--- src/rtl/seq_circuit_sequencer.sv ---
// seq_circuit_sequencer: steps the lab sequential circuit through a programmed vector list and scores Y/Z
module seq_circuit_sequencer #(
   parameter int SETTLE_CYC = 4,
   parameter int PULSE_CYC  = 2,
   parameter int AW         = 3
) (
   input  logic          CLK,
   input  logic          RST,
   input  logic          start,
   input  logic          vec_wr_en,
   input  logic [AW-1:0] vec_wr_addr,
   input  logic [3:0]    vec_wr_data,
   input  logic [AW:0]   num_vec,
   output logic          dut_A,
   output logic          dut_B,
   output logic          dut_clk,
   input  logic          dut_Y,
   input  logic          dut_Z,
   output logic          busy,
   output logic          done,
   output logic          pass,
   output logic [AW:0]   err_count,
   output logic [AW-1:0] fail_idx,
   output logic [AW-1:0] cur_idx
);
   localparam int NVEC = 2 ** AW;
   localparam int CW   = $clog2((SETTLE_CYC > PULSE_CYC ? SETTLE_CYC : PULSE_CYC) + 1);

   typedef enum logic [2:0] {IDLE, SETUP, PULSE, HOLD, CHECK, NEXT, DONE} state_t;

   state_t          state;
   logic [3:0]      mem [NVEC];
   logic [CW-1:0]   cnt;
   logic [AW:0]     n_r;
   logic [AW:0]     n_clamp;
   logic [1:0]      ab_first;
   logic [1:0]      ab_next;
   logic            last;
   logic            mismatch;

   assign n_clamp  = (num_vec > (AW+1)'(NVEC)) ? (AW+1)'(NVEC) : num_vec;
   assign ab_first = (vec_wr_en && vec_wr_addr == '0) ? vec_wr_data[3:2] : mem[0][3:2];
   assign ab_next  = mem[cur_idx + 1'b1][3:2];
   assign last     = ({1'b0, cur_idx} + 1'b1) == n_r;
   assign mismatch = {dut_Y, dut_Z} != mem[cur_idx][1:0];

   // vector store: host writes land only while no run is in progress; contents survive reset
   always_ff @(posedge CLK)
      if (vec_wr_en && !busy) mem[vec_wr_addr] <= vec_wr_data;

   // run controller: each output is set on the transition into the state that owns it
   always_ff @(posedge CLK or negedge RST)
      if (!RST) begin
         state     <= IDLE;
         cnt       <= '0;
         n_r       <= '0;
         dut_A     <= 1'b0;
         dut_B     <= 1'b0;
         dut_clk   <= 1'b0;
         busy      <= 1'b0;
         done      <= 1'b0;
         pass      <= 1'b0;
         err_count <= '0;
         fail_idx  <= '0;
         cur_idx   <= '0;
      end else begin
         done <= 1'b0;
         case (state)
            IDLE:
               if (start) begin
                  n_r       <= n_clamp;
                  cur_idx   <= '0;
                  err_count <= '0;
                  fail_idx  <= '0;
                  pass      <= 1'b0;
                  busy      <= 1'b1;
                  cnt       <= CW'(SETTLE_CYC - 1);
                  if (n_clamp == '0) state <= DONE;
                  else begin
                     state <= SETUP;
                     dut_A <= ab_first[1];
                     dut_B <= ab_first[0];
                  end
               end
            SETUP:
               if (cnt == '0) begin
                  state   <= PULSE;
                  cnt     <= CW'(PULSE_CYC - 1);
                  dut_clk <= 1'b1;
               end else cnt <= cnt - 1'b1;
            PULSE:
               if (cnt == '0) begin
                  state   <= HOLD;
                  cnt     <= CW'(SETTLE_CYC - 1);
                  dut_clk <= 1'b0;
               end else cnt <= cnt - 1'b1;
            HOLD:
               if (cnt == '0) state <= CHECK;
               else cnt <= cnt - 1'b1;
            CHECK: begin
               state <= NEXT;
               if (mismatch) begin
                  err_count <= err_count + 1'b1;
                  if (err_count == '0) fail_idx <= cur_idx;
               end
            end
            NEXT:
               if (last) state <= DONE;
               else begin
                  state   <= SETUP;
                  cur_idx <= cur_idx + 1'b1;
                  cnt     <= CW'(SETTLE_CYC - 1);
                  dut_A   <= ab_next[1];
                  dut_B   <= ab_next[0];
               end
            DONE: begin
               state <= IDLE;
               done  <= 1'b1;
               busy  <= 1'b0;
               pass  <= err_count == '0;
            end
            default: state <= IDLE;
         endcase
      end
endmodule

--- config.mk ---
export PLATFORM = sky130hd
export DESIGN_NAME = seq_circuit_sequencer
export DESIGN_NICKNAME = d
export VERILOG_FILES = /design/src/rtl/seq_circuit_sequencer.sv
export SDC_FILE = /design/constraint.sdc
export NUM_CORES = 1
export LEC_CHECK = 0
export CAP_MARGIN = 10
export CORE_ASPECT_RATIO = 1.2
export CORE_MARGIN = 4
export CORE_UTILIZATION = 45
export CTS_CLUSTER_DIAMETER = 40
export DETAILED_ROUTE_END_ITERATION = 8
export PLACE_DENSITY = 0.66
export SLEW_MARGIN = 0
export SYNTH_ARGS = -nofsm -noshare
export SYNTH_HDL_FRONTEND = slang
export SYNTH_SLANG_ARGS = --single-unit
--- constraint.sdc ---
create_clock -name CLK -period 2.29 [get_ports CLK]
set_input_delay 0.5725 -clock CLK [delete_from_list [all_inputs] [get_ports CLK]]
set_output_delay 0.5725 -clock CLK [all_outputs]
set_load 0.1 [all_outputs]
==> flow_summary.yaml <==
outcome:
  status: "complete, no violations"
finish:
  final_net_count: 303
  drive_gt1_frac: 0.2867
  syn2layout_area_growth_pct: 28.82
  fin_area_mm2: 0.003686
  finalCoreUtilization: 0.6053
  n_antenna_cell: 0
timing:
  rsz0062_at_grt: "false"
  slew_violations: 0
  fin_crit_ns: 2.187
  setup_violations: 0
  fin_skew_ns: 0.004854
  max_slew.worst_pin.slew_ns: 0.5757
  fin_tns_setup_ns: 0
  max_slew_margin: 0.6133
  final-hold-violation-count: 0
  fin_crit_sh: 0.9552
  timing.fmax_mhz: 457.2
global_route:
  antenna_found_initial: 0
  grt_start_max_net_pins: 16
  grt_pass1_wl_mm: 9.135
  grt-ovfl-total: 0
  grt_use_total: 0.1629
  grt_pass1_vias: 1929
critical_path:
  crit_slowest_cell: "mux4_1"
  cp_top_family: "multiplexers"
  crit_type: "register to register"
  crit_path_cell_trace: "mux4_1, mux2i_4, xnor2_2, o21ai_4, mux2_4"
  crit_path_max_incr_delay_ns: 0.63
  worst-path-buf-inv: 0
  crit_path_end_kind: "register"
  cp.required_ns: 2.50
  cp.arrival_ns: 2.40
  crit_fanout: 9
  start_kind: "register"
die:
  die_w_um: 80.80
  core_mm2: 0.006090
  die_h_um: 95.36
  start_util: 0.4699
  dieArea_mm2: 0.007704
  ios: 33
  rows: 31
synth:
  synthXorXnorAreaFrac: 0.03542
  synth.avg_cell_area_um2: 12.95
  synth_compound_area_frac: 0.1111
  post_synth_mux_area_share: 0.1312
  postSynthCellCount: 221
  yosysSeqAreaShare: 0.5632
  synth_cell_types: 48
  yosysWarnings: 0
  syn-num-nets: 243
  yosys.area.top_type: "edfxtp_1"
  synthesis.area_mm2: 0.002861
  yosys-top-cells-area: "edfxtp_1, dfrtp_1, mux4_1, o21ai_0, mux2_2"
  yosys.area_share.simple: 0.1106
  synth_top_area_frac: 0.3358
  synth-seq-cells: 58
  async_reset_ff_frac: 0.4483
  ys.flop_type: "edfxtp_1"
  synth-edff-count: 32
  synth_top_family_by_area: "multiplexers"
  synth_fa_ha_area_frac: 0.02186
routing:
  num_vias: 1962
  wl_per_cell_um: 15.63
  finalWirelength_mm: 5.750
  drt_first_pass_iters: 5
  drt-initial-drc-count: 91
  postRouteAntennaNets: 0
  post-route-drc-count: 0
  via_per_inst: 5.332
cts:
  h-tree-depth: 3
  clock_latency_ns: 0.33
  hold_buffers: 0
  numCtsBuffers: 9
  cts_buffer_depth: 2
  cts_num_sinks: 58
  ctsResizeCount: 0
  clockRootBuffer: "clkbuf_8"
  postCtsSetupBuffers: 0
  cts_tree: "built"
  cts.clk_slew.worst_paths_ns: 0.06
pwr:
  seqPwrFrac: 0.302
  powerDensity_mw_per_mm2: 1371
  pwr-share-comb: 0.494
  max-vdd-ir-drop_mv: 0.5981
  leakagePower_nw: 1.474
  pwr-share-clk: 0.205
  p_switching_mw: 2.165
  internal-power_mw: 2.890
  power.share.switching: 0.4283
place:
  io_buffers: 32
  routabilityCongestion: 0.7870
  dp_hpwl_mm: 4.308
  placed_area_mm2: 0.003426
flow_run:
  drv_cap: 0
worst_hold_path:
  hold_path.class: "register to register"
logic make-up after synthesis:
kind of cell    after synthesis
xor+xnor                      9
simple gates                 65
mux                          22
buf+inv                      18
fa+ha+maj                     5
flops                        58
compound gates               44
power groups by stage:
stage | Clock, mW | Sequential (mW) | Combinational (mW)
global placement | 0 | 1.53 | 2.42
floorplan | 0 | 2.18 | 1.20
global route | 1.11 | 1.56 | 2.68
CTS | 1.05 | 1.52 | 2.46
detailed placement | 0 | 1.54 | 2.46
finish | 1.03 | 1.53 | 2.49
per-layer routing:
| metal | GRT usage | wire [um] |
|---|---|---|
| met5 | 0 | 0 |
| met1 | 0.1820 | 2390 |
| met4 | 0.07746 | 100 |
| met3 | 0.04348 | 228 |
| met2 | 0.2866 | 3029 |
layout make-up:
class	count	area [um2]
flip-flops and latches	58	1623
clock inverters	5	77.57
inverters	9	33.78
fillers	497	2404
multi-input cells	145	1220
clock buffers	11	141.4
well taps	82	102.6
repair buffers	58	488.0
cells in the mapped netlist (all sizes together) (5+ instances only):
| master | number |
|---|---|
| mux2i | 7 |
| a21oi | 7 |
| mux2 | 7 |
| o21ai | 18 |
| nor3 | 7 |
| clkbuf | 6 |
| dfrtp | 26 |
| ha | 5 |
| mux4 | 8 |
| nand3 | 9 |
| nor2 | 15 |
| nand2 | 17 |
| inv | 9 |
| xor2 | 5 |
| edfxtp | 32 |
| nand2b | 7 |
per-stage QoR:
| stage | std cells | total power [mW] | setup slack (ns) | hold WS (ns) |
|---|---|---|---|---|
| after detailed placement | 352 | 3.996 | -0.07757 | 0.4966 |
| final | 368 | 5.055 | 0.1027 | 0.5065 |
| after global placement | 352 | 3.948 | -0.06056 | 0.4892 |
| after global routing | 368 | 5.349 | 0.01285 | 0.5319 |
| after floorplan | 221 | 3.380 | 0.009478 | 0.2769 |
| after CTS | 368 | 5.032 | 0.04706 | 0.5110 |
worst paths after layout:
check | startpoint | endpoint | slack, ns | depth (start not counted)
worst max-delay path | cur_idx[0] | err_count[1] | 0.10 | 5
worst min-delay path | fail_idx[0] | fail_idx[0] | 0.51 | 1
worst max register to register | cur_idx[0] | err_count[1] | 0.10 | 5
worst min register to register | fail_idx[0] | fail_idx[0] | 0.51 | 1
max in group asynchronous | RST | state[0] | 1.13 | 2
min in group asynchronous | RST | cur_idx[1] | 0.61 | 1
sequential cells by signal (all words and copies together), names as in the netlist:
register,cells
busy,1
cnt,3
cur_idx,3
done,1
dut_A,1
dut_B,1
dut_clk,1
err_count,4
fail_idx,3
mem,32
n_r,4
pass,1
state,3
cells in the final DEF (no fill, tap or decap), types with 2 or more instances in the layout:
cell type,netlist,layout
a21oi_1,7,7
a222oi_1,2,2
a311o_1,2,2
a32o_1,3,3
buf_4,0,41
bufinv_16,0,2
clkbuf_8,0,10
clkdlybuf4s50_1,0,16
clkinv_2,0,2
dfrtp_1,26,23
dfrtp_4,0,3
edfxtp_1,32,32
ha_1,5,5
inv_1,9,9
mux2_2,6,6
mux2i_1,5,5
mux2i_4,1,2
mux4_1,7,7
nand2_1,17,17
nand2b_1,7,7
nand3_1,9,8
nand3b_1,3,3
nor2_1,15,15
nor3_1,7,6
o211ai_1,2,2
o21ai_0,17,17
o31ai_1,2,2
xnor2_2,1,2
xor2_1,5,3
xor2_2,0,2
Note: power is estimated with default switching activity, not from simulation.
